`src/rtl/mux4_rr_arbiter.sv`:
```
// Round-robin arbiter over four valid/ready requesters feeding one registered
// output slot; one winner per cycle, sustained one transfer per cycle.
module mux4_rr_arbiter #(
    parameter int DATA_W = 4
) (
    input  logic              clk,
    input  logic              rst_n,
    input  logic [3:0]        in_valid,
    input  logic [DATA_W-1:0] in_data_0,
    input  logic [DATA_W-1:0] in_data_1,
    input  logic [DATA_W-1:0] in_data_2,
    input  logic [DATA_W-1:0] in_data_3,
    output logic [3:0]        in_ready,
    output logic              out_valid,
    output logic [DATA_W-1:0] out_data,
    output logic [1:0]        out_src,
    input  logic              out_ready
);

    // Handshake: a word moves across a port in any cycle where its valid and
    // ready are both high at the rising edge; valid never waits on ready.
    typedef enum logic {EMPTY = 1'b0, FULL = 1'b1} state_t;

    state_t            state_q, state_d;
    logic [DATA_W-1:0] out_data_q, out_data_d;
    logic [1:0]        out_src_q, out_src_d;
    logic [1:0]        rr_ptr_q, rr_ptr_d;

    logic              can_load;
    logic              load;
    logic [1:0]        grant;
    logic              found;
    logic [1:0]        idx;
    logic [DATA_W-1:0] grant_data;

    // Scan starts at rr_ptr so the last winner is visited last.
    always_comb begin
        grant = rr_ptr_q;
        found = 1'b0;
        idx   = rr_ptr_q;
        for (int k = 0; k < 4; k++) begin
            idx = rr_ptr_q + 2'(k);
            if (!found && in_valid[idx]) begin
                grant = idx;
                found = 1'b1;
            end
        end
    end

    always_comb begin
        grant_data = in_data_0;
        case (grant)
            2'd0: grant_data = in_data_0;
            2'd1: grant_data = in_data_1;
            2'd2: grant_data = in_data_2;
            2'd3: grant_data = in_data_3;
            default: grant_data = in_data_0;
        endcase
    end

    // rst_n gating keeps in_ready low while reset is held.
    assign can_load = (state_q == EMPTY) || out_ready;
    assign load     = can_load && found && rst_n;

    always_comb begin
        in_ready        = 4'b0000;
        in_ready[grant] = load;
    end

    always_comb begin
        state_d    = state_q;
        out_data_d = out_data_q;
        out_src_d  = out_src_q;
        rr_ptr_d   = rr_ptr_q;
        if (load) begin
            state_d    = FULL;
            out_data_d = grant_data;
            out_src_d  = grant;
            rr_ptr_d   = grant + 2'd1;
        end else if (state_q == FULL && out_ready) begin
            state_d = EMPTY;
        end
    end

    always_ff @(posedge clk or negedge rst_n) begin
        if (!rst_n) begin
            state_q    <= EMPTY;
            out_data_q <= '0;
            out_src_q  <= 2'd0;
            rr_ptr_q   <= 2'd0;
        end else begin
            state_q    <= state_d;
            out_data_q <= out_data_d;
            out_src_q  <= out_src_d;
            rr_ptr_q   <= rr_ptr_d;
        end
    end

    assign out_valid = (state_q == FULL);
    assign out_data  = out_data_q;
    assign out_src   = out_src_q;

endmodule

```
`config.mk`:
```
export PLATFORM = sky130hd
export DESIGN_NAME = mux4_rr_arbiter
export DESIGN_NICKNAME = d
export VERILOG_FILES = /design/src/rtl/mux4_rr_arbiter.sv
export SDC_FILE = /design/constraint.sdc
export NUM_CORES = 1
export LEC_CHECK = 0
export CAP_MARGIN = 10
export CORE_AREA = 2 2 47 49
export DETAILED_ROUTE_END_ITERATION = 8
export DIE_AREA = 0 0 49 51
export PLACE_DENSITY = 0.73
export SYNTH_ARGS = -nofsm -noshare
export SYNTH_HDL_FRONTEND = slang
export SYNTH_SLANG_ARGS = --single-unit
```
`constraint.sdc`:
```
create_clock -name clk -period 5.1 [get_ports clk]
set_clock_uncertainty 0.1 [all_clocks]
set_input_delay 1.53 -clock clk [delete_from_list [all_inputs] [get_ports clk]]
set_output_delay 1.53 -clock clk [all_outputs]
set_load 0.01 [all_outputs]
```
==> reports/results.tsv, run 1 <==
metric	value	unit
dieWidth	49	µm
stdcell_area	1130	µm²
die-area	2500	µm²
cap_viol_max_count	0	
synthXorXnorAreaFrac	0	%
wl_per_cell	14.8	µm
multi_input_area	418	µm²
yosys.area_share.simple	14.0	%
grt_pass1_vias	797	
nets	139	
grt_overflow	0	
fin_hold_ws	0.414	ns
drcViolationCount	0	
drtPass1Iterations	4	
yosysSeqAreaShare	33.3	%
hold_path_class	register to register	
cts-root-buf	clkbuf_4	
grt_max_degree	10	
drtAntennaViolNets	0	
yosys-top-cells-area	dfrtp_1 (33%), mux2_4 (11%), ha_1 (9.2%)	
clock_sinks	9	
finalWirelength	2040	µm
htreeDepth	1	
cts_tree	built	
yosysUniqueCellTypes	27	
synthMuxAreaShare	17.0	%
synth-compound-area-share	21.4	%
crit_path_end_kind	primary output	
clk_pin_slew	0.06	ns
final.setup.tns	0	ns
status	finished, final reports clean	
routabilityCongestion	0.789	
yosysMostFrequentCell	dfrtp_1	
area.sequential	225	µm²
area_growth	67.1	%
synth_area	677	µm²
clock_latency	0.27	ns
worstSetupPathType	primary input to primary output	
critPathMaxFanout	4	
final.min_clock_period	5.04	ns
syn_area_per_cell	10.6	µm²
cellPowerDensity	390	nW/µm²
cts-buffers-inserted	3	
synth_top_family_by_area	compound AO/OA/AOI/OAI gates	
grt_pass1_wl	3390	µm
synth.top_cell.area_share	33.3	%
worst_slack	0.0553	ns
finalSetupViolations	0	
design.core.area	2060	µm²
via_per_inst	5.07	
startpoint_type	primary input	
yosys-top-cells-count	dfrtp_1 (9), and3_1 (5), ha_1 (5), inv_1 (5), mux2_4 (5)	
diodes	0	
vias	699	
max-clock-path-buffers	2	
max_freq	198	MHz
synth_fa_ha_area_share	9.24	%
port_buffers	33	
async_flop_share	100	%
die_h	51	µm
grt_usage	17.9	%
total_leakage_power	0.000546	µW
antenna_found_initial	0	
ys_warn_count	0	
fin_crit_sh	98.9	%
syn_inst	64	
yosys.area.top_type	dfrtp_1	
postPlaceCellArea	1110	µm²
fp-row-count	17	
drtIter0Drc	21	
ios	34	
tightest_slew	0.310	ns
drv_slew	0	
syn-num-nets	92	
drive_above_1_share	19.1	%
dp_slack	-0.161	ns
max-slew-margin-rel	79.3	%
synth-main-ff-cell	dfrtp_1	
irDropWorstVdd	0.163	mV
finalHoldViolCount	0	
initial_core_util	32.8	%
fill_cells	201	
dp_hpwl	1640	µm
ys_ff_latch	9	
synth_edf_count	0	
grt_setup_unrepaired	false	
worstPathRequired	3.47	ns
worst-endpoint-arrival	3.41	ns
[registers in the layout, indices dropped and copies added, names as in the netlist]
signal / flops
out_valid: 1
out_data: 4
out_src: 2
rr_ptr_q: 2
[worst max-delay path, stage by stage]
cell	delay, ns
clkdlybuf4s50_1	0.44
nor2b_1	0.18
a2111o_1	0.44
and2_1	0.18
ha_1	0.21
and3_1	0.14
dlygate4sd2_1	0.28
[cells by family after synthesis]
family / Yosys count
AND/OR/NAND/NOR: 16
flip-flops: 9
adder cells (fa/ha/maj): 5
AO/OA/AOI/OAI: 18
buffers and inverters: 7
multiplexers: 9
[metal layers]
metal	GRT usage, %	wire, µm	vias to the layer above
met2	37.4	1160	26
met4	5.24	0	0
li1	-	-	335
met3	5.85	105	0
met1	16.0	776	338
met5	0	0	-
[layout make-up]
cell class                      instances  share of cell area, %
Inverter                                5                   1.66
Tap cell                               28                   3.10
Multi-Input combinational cell         48                   36.9
Clock inverter                          1                  0.442
Sequential cell                         9                   19.9
Timing Repair Buffer                   44                   36.0
Clock buffer                            3                   1.99
[through the flow]
step                      total power [µW]  util, %  std cells
after detailed placement               389     53.8        134
after global placement                 380     53.8        134
after CTS                              446     54.8        138
after floorplan                        257        -         64
after global routing                   476     54.8        138
final                                  441     54.8        138
[cells in the final DEF (no fill, tap or decap), types with 2 or more instances in the layout]
cell type / count
nor2b_1: 4
buf_4: 11
a222oi_1: 4
o21ai_0: 2
clkdlybuf4s50_1: 28
a21oi_1: 2
ha_1: 5
mux2_4: 5
and3_1: 5
o21bai_1: 2
inv_1: 5
dlygate4sd2_1: 5
a21boi_0: 2
clkbuf_4: 3
mux2i_1: 4
dfrtp_1: 9
[worst paths after layout]
check,from,endpoint,slack [ns],depth (start not counted)
min in group asynchronous,rst_n,rr_ptr_q[0]$_DFFE_PN0P_,1.48,2
max reg2reg,rr_ptr_q[1]$_DFFE_PN0P_,out_data[1]$_DFFE_PN0P_,2.76,8
max,in_valid[0],in_ready[1],0.06,7
max in group asynchronous,rst_n,out_src[0]$_DFFE_PN0P_,3.28,2
min reg2reg,out_valid$_DFFE_PN0P_,out_valid$_DFFE_PN0P_,0.41,1
min,out_valid$_DFFE_PN0P_,out_valid$_DFFE_PN0P_,0.41,1
[report_power, final]
group / total (µW) / switching [µW] / internal [µW]
Combinational: 263 / 105 / 158
Clock: 55.9 / 26.9 / 29.0
Sequential: 122 / 22.6 / 99.4
[repair_timing]
action                                  CTS  global route
hold buffers                              0             0
endpoints found under the setup margin    4             0
resized for setup                         5             0
setup buffers                             0             0
Note: power is estimated with default switching activity, not from simulation.
==> run 2, diff against run 1 <==
CORE_AREA = 2 2 50 47   (was 2 2 47 49)
DIE_AREA = 0 0 52 49   (was 0 0 49 51)
PLACE_DENSITY = 0.72   (was 0.73)
==> run 2 against run 1 <==
Net effect: clock power barely moved; total power fell by 0.36%; sequential power barely moved; combinational power barely moved; wire length fell by 14%; count of clock-buffer cells in the layout did not move; worst setup slack improved by 0.032 ns; register-to-register slack improved by 0.04 ns.
==> reports/results.tsv, run 2 (synthesized netlist as in run 1, its figures left out) <==
metric	value	unit	change
status	finished, final reports clean		
area_growth	70.8	%	
final.min_clock_period	5.01	ns	-0.0316 ns
via_per_inst	4.91		-3.1%
finalWirelength	1760	µm	-14%
drive_above_1_share	21.2	%	+2.1 points
grt_max_degree	10		unchanged
irDropWorstVdd	0.207	mV	+27%
clock_sinks	9		unchanged
max_freq	199	MHz	+0.63%
finalHoldViolCount	0		unchanged
dieWidth	52	µm	+6.1%
max-clock-path-buffers	2		unchanged
met1_length	770	µm	-0.77%
grt_usage	14.9	%	-3.0 points
drtIter0Drc	17		-19%
total_leakage_power	0.000568	µW	+4.0%
wl_met2	742	µm	-36%
holdPathEnd	out_data[3]$_DFFE_PN0P_		
worstHoldStart	out_data[3]$_DFFE_PN0P_		
nets	142		+2.2%
dp_hpwl	1400	µm	-14%
vias	687		-1.7%
crit_path_end_kind	primary output		
fill_cells	183		-9.0%
max-slew-margin-rel	80.1	%	+0.78 points
r2r-start	rr_ptr_q[1]$_DFFE_PN0P_		
grt_setup_unrepaired	false		
final_common_cell	clkdlybuf4s50_1		
wl_per_cell	12.5	µm	-15%
tightest_slew	0.295	ns	-0.0148 ns
total_power	440	µW	-0.36%
finalSetupViolations	0		unchanged
hold_depth	1		unchanged
port_buffers	33		unchanged
grt_pass1_wl	2840	µm	-16%
fin_crit_sh	98.3	%	-0.62 points
r2r_setup_slack	2.80	ns	+0.04 ns
drtAntennaViolNets	0		unchanged
wl_met3	230	µm	+120%
critPathMaxFanout	4		unchanged
mostFrequentLayoutCells	clkdlybuf4s50_1 (28), buf_4 (14), dfrtp_1 (9)		
drtPass1Iterations	6		+2
stdcell_count	140		+1.4%
ios	34		unchanged
hold_path_class	register to register		
antenna_found_initial	0		unchanged
worst_slack	0.0870	ns	+0.0316 ns
largest_reg_flops	4		unchanged
grt_pass1_vias	664		-17%
reg2reg_depth	8		unchanged
cts-root-buf	clkbuf_4		
cts-buffers-inserted	3		unchanged
clock_latency	0.27	ns	about the same
worstPathRequired	3.47	ns	about the same
r2r-end	out_data[0]$_DFFE_PN0P_		
drcViolationCount	0		unchanged
die-area	2550	µm²	+2.0%
dp_slack	-0.117	ns	+0.0442 ns
grt_overflow	0		unchanged
drv_slew	0		unchanged
clk_pin_slew	0.07	ns	about the same
startpoint_type	primary input		
diodes	0		unchanged
cts_tree	built		
cellPowerDensity	380	nW/µm²	-2.5%
highest_layer	met4		
fp-row-count	16		-1
initial_core_util	32.8	%	about the same
cap_viol_max_count	0		unchanged
place_inst	133		-0.75%
worst-endpoint-arrival	3.38	ns	-0.03 ns
htreeDepth	1		unchanged
design.core.area	2060	µm²	about the same
routabilityCongestion	0.784		-0.65%
worstSetupPathType	primary input to primary output		
die_h	49	µm	-3.9%
-- run 2: cell types whose count changed in the layout (fill, tap and decap cells not counted) --
cell / previous run / this run
buf_4: 11 / 14
dlygate4sd2_1: 5 / 4
dlymetal6s2s_1: 0 / 1
-- run 2: final cells by class --
class	count	area, µm²	share of cell area, %
clock buffers	3	22.5	1.95
clock inverters	1	5.00	0.433
inverters	5	18.8	1.62
multi-input cells	48	418	36.1
flip-flops and latches	9	225	19.5
well taps	27	33.8	2.92
repair buffers	47	433	37.4
-- run 2: worst max path at each step --
| stage | startpoint | end | slack [ns] | depth (start not counted) |
|---|---|---|---|---|
| floorplan | in_valid[0] | in_ready[1] | 0.80 | 5 |
| global route | in_valid[0] | in_ready[1] | 0.003 | 7 |
| CTS | in_valid[3] | in_ready[1] | 0.08 | 7 |
| detailed placement | in_valid[0] | in_ready[1] | -0.12 | 7 |
| finish | in_valid[0] | in_ready[1] | 0.09 | 7 |
| global placement | in_valid[0] | in_ready[1] | -0.09 | 7 |
-- run 2: what timing repair did --
| action | in CTS | in global routing |
|---|---|---|
| buffers inserted | 2 | 1 |
| pin swaps | 1 | 1 |
| setup endpoints to repair | 4 | 1 |
| hold endpoints to repair | 0 | 0 |
| resized for setup | 4 | 1 |
| hold buffers | 0 | 0 |
-- run 2: per-stage QoR --
step | utilization (%) | hold WS, ns | instance area, µm² | TNS [ns]
floorplan | - | 0.438 | 677 | 0
global placement | 53.8 | 0.384 | 1110 | -0.255
detailed placement | 53.8 | 0.394 | 1110 | -0.372
CTS | 55.6 | 0.411 | 1150 | 0
global route | 56.1 | 0.417 | 1160 | 0
finish | 56.1 | 0.410 | 1160 | 0
-- run 2: routing by layer --
layer | vias up | global-route usage [%]
li1 | 342 | -
met1 | 305 | 17.6
met2 | 35 | 24.3
met3 | 5 | 7.36
met4 | 0 | 2.63
met5 | - | 0
-- run 2: where the power goes --
part | total, µW | internal, µW | switching (µW)
Clock | 56.2 | 29.0 | 27.2
Sequential | 121 | 99.3 | 21.3
Combinational | 263 | 163 | 99.8
Total | 440 | 291 | 148
-- run 2: worst max-delay path: stages --
cell	delay, ns
clkdlybuf4s50_1	0.44
nor2b_1	0.17
a2111o_1	0.45
and2_1	0.19
ha_1	0.21
and3_1	0.13
dlygate4sd2_1	0.27
==> run 3, diff against run 2 <==
REMOVE_ABC_BUFFERS = 1   (was default)
clock period = 4.9 ns   (was 5.1 ns; I/O delays follow)
==> run 3 against run 2 <==
Net effect: total power up 10%; worst hold slack hardly changed; non-clock buffer count rose by 5; die area stayed put; utilization grew 2.2 points; wire length grew 15%; global-route usage is 1.8 points higher; largest power group unchanged; final cell count grew 3.6%; sequential cell count did not move.
==> reports/results.tsv, run 3 (synthesized netlist as in run 1, its figures left out) <==
metric	value	unit	change
die_h	49	µm	unchanged
stdcell_area	1200	µm²	+4.0%
grt_usage	16.7	%	+1.8 points
dp_slack	-0.237	ns	-0.120 ns
max-slew-margin-rel	75.9	%	-4.2 points
max-clock-path-buffers	2		unchanged
nets	147		+3.5%
antenna_found_initial	0		unchanged
final_common_cell	clkdlybuf4s50_1		
drtAntennaViolNets	0		unchanged
port_buffers	33		unchanged
cp_slowest_stage_delay	0.45	ns	about the same
max_freq	208	MHz	
cts-buffers-inserted	3		unchanged
fp-row-count	16		unchanged
cellPowerDensity	403	nW/µm²	+5.9%
htreeDepth	1		unchanged
design.core.area	2060	µm²	unchanged
hold_path_class	register to register		
startpoint_type	primary input		
finalWirelength	2030	µm	+15%
clock_sinks	9		unchanged
drtIter0Drc	20		+3
routabilityCongestion	0.870		+11%
dieWidth	52	µm	unchanged
drcViolationCount	0		unchanged
largest_reg_flops	4		unchanged
mostFrequentLayoutCells	clkdlybuf4s50_1 (27), buf_4 (19), dfrtp_1 (9)		
clk_pin_slew	0.06	ns	about the same
r2r_setup_slack	2.50	ns	-0.30 ns
postPlaceCellArea	1130	µm²	+2.0%
wl_per_cell	14.0	µm	+12%
fill_cells	180		-1.6%
worstPathRequired	3.33	ns	-0.14 ns
cts_tree	built		
cts-root-buf	clkbuf_4		
via_per_inst	5.00		+1.9%
worst-endpoint-arrival	3.23	ns	-0.15 ns
total_power	484	µW	+10%
drv_slew	0		unchanged
ios	34		unchanged
worstSetupPathType	primary input to primary output		
slowest_stage	clkdlybuf4s50_1		
worst_slack	0.102	ns	+0.0146 ns
finalHoldViolCount	0		unchanged
drive_above_1_share	26.3	%	+5.0 points
fin_crit_sh	97.9	%	
critPathMaxFanout	4		unchanged
diodes	0		unchanged
crit_path_end_kind	primary output		
grt_pass1_wl	3150	µm	+11%
grt_max_degree	10		unchanged
dp_hpwl	1600	µm	+14%
cp_cell_sequence	clkdlybuf4s50_1 -> nor2b_1 -> o21ai_1 -> nand3_1 -> buf_4 -> ha_1 -> and3_1 -> dlygate4sd2_1		
final.min_clock_period	4.80	ns	
grt_overflow	0		unchanged
total_leakage_power	0.000589	µW	+3.7%
clock_latency	0.26	ns	about the same
tightest_slew	0.361	ns	+0.0662 ns
initial_core_util	32.8	%	unchanged
irDropWorstVdd	0.221	mV	+6.3%
cap_viol_max_count	0		unchanged
finalSetupViolations	0		unchanged
status	finished, final reports clean		
drtPass1Iterations	4		-2
die-area	2550	µm²	unchanged
area_growth	77.6	%	
grt_pass1_vias	726		+9.3%
vias	725		+5.5%
run 3: cell types whose count changed in the layout (fill, tap and decap cells not counted), sizes merged:
cell,before,now
buf,14,19
clkbuf,3,4
clkdlybuf4s15,0,1
clkdlybuf4s50,28,27
clkinv,1,0
run 3: metal layers:
layer  track usage (%)  part of all wire [%]  vias up  routed length (µm)
met5                 0                     0        -                   0
met4              11.4                   1.7        0                  34
met3              3.07                   8.0        4                 162
met2              27.2                    47       28                 953
met1              19.2                    43      344                 877
li1                  -                     -      349                   -
run 3: what timing repair did:
| item | 4_1_cts | 5_1_grt |
|---|---|---|
| endpoints found under the setup margin | 4 | 4 |
| pin swaps | 3 | 2 |
| gates cloned | 0 | 0 |
| hold buffers | 0 | 0 |
| gates resized for setup | 6 | 6 |
| hold endpoints to repair | 0 | 0 |
| setup buffers | 3 | 2 |
run 3: final cells by class:
| cell class | instances | area, µm² | share of cell area [%] |
|---|---|---|---|
| Tap cell | 27 | 33.8 | 2.81 |
| Multi-Input combinational cell | 48 | 428 | 35.6 |
| Sequential cell | 9 | 225 | 18.7 |
| Clock buffer | 4 | 26.3 | 2.19 |
| Inverter | 5 | 18.8 | 1.56 |
| Timing Repair Buffer | 52 | 470 | 39.1 |
run 3: worst paths after layout:
path,depth (start not counted),end,from
hold / removal,1,out_data[1]$_DFFE_PN0P_,out_data[1]$_DFFE_PN0P_
setup reg to reg,7,out_data[2]$_DFFE_PN0P_,rr_ptr_q[1]$_DFFE_PN0P_
setup / recovery,8,in_ready[0],in_valid[2]
hold reg to reg,1,out_data[1]$_DFFE_PN0P_,out_data[1]$_DFFE_PN0P_
max in group asynchronous,2,out_data[3]$_DFFE_PN0P_,rst_n
min in group asynchronous,2,out_src[1]$_DFFE_PN0P_,rst_n
run 3: worst max-delay path: cells and delay by family:
family | cells | cell delay, ns
buffers and inverters | 3 | 0.90
and+or+nand+nor | 3 | 0.46
AOI/OAI and AO/OA | 1 | 0.23
adders and majority gates | 1 | 0.17
run 3: power by group:
group          switching (µW)  internal, µW
logic                     115           185
clock network            26.7          31.4
registers                23.0           103
total                     165           319
run 3: metrics by stage:
step | TNS, ns | std cells | util, % | hold slack, ns
global placement | -0.538 | 136 | 54.9 | 0.394
CTS | -0.0327 | 143 | 56.9 | 0.415
global route | -0.00476 | 145 | 58.3 | 0.432
finish | 0 | 145 | 58.3 | 0.410
floorplan | 0 | 62 | - | 0.438
detailed placement | -0.847 | 136 | 54.9 | 0.397
==> edit 1, RTL diff (config.mk and constraints of run 3) <==
`out_data_q` no longer has a reset.
--- a/src/rtl/mux4_rr_arbiter.sv
+++ b/src/rtl/mux4_rr_arbiter.sv
@@ -85,15 +85,17 @@
     always_ff @(posedge clk or negedge rst_n) begin
         if (!rst_n) begin
             state_q    <= EMPTY;
-            out_data_q <= '0;
             out_src_q  <= 2'd0;
             rr_ptr_q   <= 2'd0;
         end else begin
             state_q    <= state_d;
-            out_data_q <= out_data_d;
             out_src_q  <= out_src_d;
             rr_ptr_q   <= rr_ptr_d;
         end
+    end
+
+    always_ff @(posedge clk) begin
+        out_data_q <= out_data_d;
     end
 
     assign out_valid = (state_q == FULL);
Function: differs if rst_n is asserted again (counterexample within 4 cycles, from zero or initial values and one cycle with rst_n low); with rst_n held inactive, the same outputs for 10 cycles.
==> edit 1 against run 3 <==
  * Setup slack got worse by 0.0067 ns
  * Critical path depth is 1 lower
  * Utilization down 3.3 points
  * Clock power increased by 1%
  * Sequential power fell by 5%
  * Sequential cell count did not move
  * Final area fell by 5.7%
  * Sequential share of layout area grew 2.9 points
  * Synthesized area shrank 5.9%
  * Total power is 14% lower
  * Wire length down 8.3%
  * Fmax shrank 0.14%
  * Die area is the same
  * Critical path type unchanged
  * Critical endpoint is now in_ready[1]
==> edit 1: results (changes against run 3) <==
* Post-synth EDFFs at 4 (+4)
* Hold endpoint: out_valid
* Design internal power at 0.276 mW (-14%)
* Final Power at 0.414 mW (-14%)
* Final Wtd Congestion at 0.765 (-12%)
* Cells after DPL at 130 (-4.4%)
* Placement Cell Area at 1080 µm² (-4.9%)
* Post-CTS setup buffer count at 1 (-2)
* Vias per cell at 4.90 (-2.1%)
* Fraction of layout cells with a size suffix above 1 at 22.0% (-4.3 points)
* Hold WS at 0.420 ns (+0.00949 ns)
* R2r setup slk at 2.76 ns (+0.26 ns)
* Synth top area cells: dfrtp_1 (20%), edfxtp_1 (19%), ha_1 (9.8%)
* Status: complete, no violations
* LEAKAGE at 0.537 nW (-8.8%)
* Initial drt markers at 28 (+40%)
* Yosys cell types at 28 (+3.7%)
* Largest net degree at the start of global routing at 9 (-1)
* Top cells by count, synth: and3_1 (5), dfrtp_1 (5), ha_1 (5), inv_1 (5)
* Worst endpoint data arrival time at 3.24 ns (about the same)
* Ys async rst share at 55.6% (-44 points)
* Mean Syn Cell Area at 10.6 µm² (+0.36%)
* Drt wl/cell at 13.7 µm (-2.2%)
* Hold path start: out_valid
* Sequential fraction of the synthesis area at 38.5% (+5.2 points)
* First-pass GRT wire length at 3210 µm (+2.0%)
* Grt met3 use at 3.37% (+0.31 points)
* Met2 wire length at 890 µm (-6.6%)
* CP endpoint: in_ready[1]
edit 1: cell types whose count changed in the layout (fill, tap and decap cells not counted), sizes merged:
cell	delta
buf	-5
clkdlybuf4s15	-1
dfrtp	-4
dlymetal6s2s	+1
edfxtp	+4
mux2	-4
edit 1: critical path, stage by stage:
cell and delay [ns]:
clkdlybuf4s50_1 0.52, nor3_1 0.07, a2111o_1 0.39, and2_4 0.17, ha_1 0.20, and3_1 0.14, dlygate4sd2_1 0.28
edit 1: cell families (layout without fill, tap and decap cells):
family	after synthesis	in the layout	share of synthesized area [%]
compound gates	18	18	22.8
simple gates	16	16	14.9
flops	9	9	38.5
buf+inv	7	56	5.30
fa+ha+maj	5	5	9.82
mux	5	5	8.64
edit 1: layout make-up:
class	count	area, µm²	share of cell area (%)
Clock buffer	4	26.3	2.32
Inverter	5	18.8	1.66
Multi-Input combinational cell	44	374	33.0
Sequential cell	9	245	21.6
Tap cell	27	33.8	2.98
Timing Repair Buffer	47	435	38.4
==> edit 2, RTL diff (flow settings as in run 3) <==
Made on the original files. The parameter `DATA_W` goes from 4 to 6.
--- a/src/rtl/mux4_rr_arbiter.sv
+++ b/src/rtl/mux4_rr_arbiter.sv
@@ -1,7 +1,7 @@
 // Round-robin arbiter over four valid/ready requesters feeding one registered
 // output slot; one winner per cycle, sustained one transfer per cycle.
 module mux4_rr_arbiter #(
-    parameter int DATA_W = 4
+    parameter int DATA_W = 6
 ) (
     input  logic              clk,
     input  logic              rst_n,
Ports: changed (5 resized); port bits go from 34 to 44. No check against the original RTL was run, so the function may have changed too.
==> edit 2 against run 3 <==
  * Final area increased by 18%
  * Sequential power increased by 22%
  * Wire length up 24%
  * Critical path type unchanged
  * Synthesized cell count rose by 22%
  * Synthesized area is 21% higher
  * Highest routed layer unchanged
  * Sequential cell count grew 2
  * Setup slack better by 0.0045 ns
  * Die area did not move
  * Total power rose by 14%
  * Largest power group unchanged
==> edit 2: results (changes against run 3) <==
* Status: complete, no violations
* IO Port Bufs at 43 (+30%)
* Grt met2 use at 29.5% (+2.3 points)
* LEAKAGE at 0.658 nW (+12%)
* Placement Cell Area at 1390 µm² (+23%)
* Met2 wire length at 1040 µm (+8.8%)
* Worst endpoint data arrival time at 3.22 ns (about the same)
* Grt met3 use at 2.45% (-0.61 points)
* Met1 Routed Length at 1200 µm (+36%)
* Max FO, Critical Path at 3 (-1)
* Worst Tran Pin Value at 0.404 ns (+0.0425 ns)
* VDD IR max at 0.237 mV (+7.6%)
* Pre-CTS WS at -0.318 ns (-0.0807 ns)
* Initial drt markers at 39 (+95%)
* WL final at 2510 µm (+24%)
* Top cells by count, synth: dfrtp_1 (11), a222oi_1 (6), inv_1 (6), mux2_2 (6), mux2i_1 (6)
* Met3 Wirelength at 258 µm (+59%)
* Fin nets at 176 (+20%)
* Vias in the first global route at 839 (+16%)
* Cells after DPL at 162 (+19%)
* Root Buffer: clkbuf_4
* Grt met1 use at 30.4% (+11 points)
* Fraction of layout cells with a size suffix above 1 at 23.7% (-2.5 points)
* Initial antenna violation count at 0 (unchanged)
* Final Wtd Congestion at 0.878 (+0.90%)
* Top layer in use: met4
* Design internal power at 0.355 mW (+11%)
* Largest register FFs at 6 (+2)
* Sequential share of power at 27.9% (+1.8 points)
* Sequential fraction of the synthesis area at 33.5% (+0.26 points)
* Switching Share at 35.7% (+1.6 points)
* Largest net degree at the start of global routing at 14 (+4)
* Dpl hpwl at 2050 µm (+28%)
* Yosys cell types at 32 (+19%)
* Drt wl/cell at 15.1 µm (+8.3%)
* Vias per cell at 5.22 (+4.3%)
* Clock network power share at 11.2% (-0.8 points)
* Mean Syn Cell Area at 10.5 µm² (-0.51%)
* Gr usage total at 20.5% (+3.9 points)
* Synth top area cells: dfrtp_1 (34%), mux2_2 (8.2%), ha_1 (7.6%)
* Worst hold path type: reg -> reg
-- edit 2: cell types whose count changed in the layout (fill, tap and decap cells not counted), sizes merged, moves of 2 or more --
cell	before	now
a21boi	2	0
a222oi	4	6
buf	19	15
clkdlybuf4s50	27	36
dfrtp	9	11
dlygate4sd2	4	6
mux2i	4	6
o21ai	2	4
o31ai	0	2
-- edit 2: timing repair --
action | CTS | global route
endpoints found under the setup margin | 4 | 0
buffers inserted | 0 | 0
gates resized for setup | 11 | 0
hold endpoints to repair | 0 | 0
-- edit 2: path summary, 6_finish.rpt --
check	from	to	slack [ns]	cells after the start
min in group asynchronous	rst_n	out_src[1]	1.46	2
max reg2reg	rr_ptr_q[1]	out_data[0]	2.26	8
min reg2reg	out_data[1]	out_data[1]	0.41	1
max in group asynchronous	rst_n	out_data[1]	3.08	2
max	in_valid[1]	in_ready[1]	0.11	6
min	out_data[1]	out_data[1]	0.41	1
-- edit 2: final cells by class --
type / count / area [µm²]
inverter: 6 / 22.5
timing repair buffer: 58 / 537
fill: 159 / 644
clock buffer: 3 / 22.5
tap: 27 / 33.8
multi-input combinational: 60 / 522
sequential: 11 / 275
clock inverter: 1 / 5.00
-- edit 2: critical path: stages --
cell and delay [ns]:
clkdlybuf4s50_1 0.42, or4_4 0.55, and2_4 0.16, ha_1 0.21, and3_1 0.14, dlygate4sd2_1 0.28
-- edit 2: logic make-up (layout without fill, tap and decap cells) --
kind of cell / after synthesis / count (layout) / share of synthesized area (%)
AOI/OAI and AO/OA: 23 / 23 / 24.8
and+or+nand+nor: 20 / 20 / 15.2
muxes: 12 / 12 / 15.5
DFF: 11 / 11 / 33.5
buffers and inverters: 7 / 68 / 3.20
adders and majority gates: 5 / 5 / 7.62
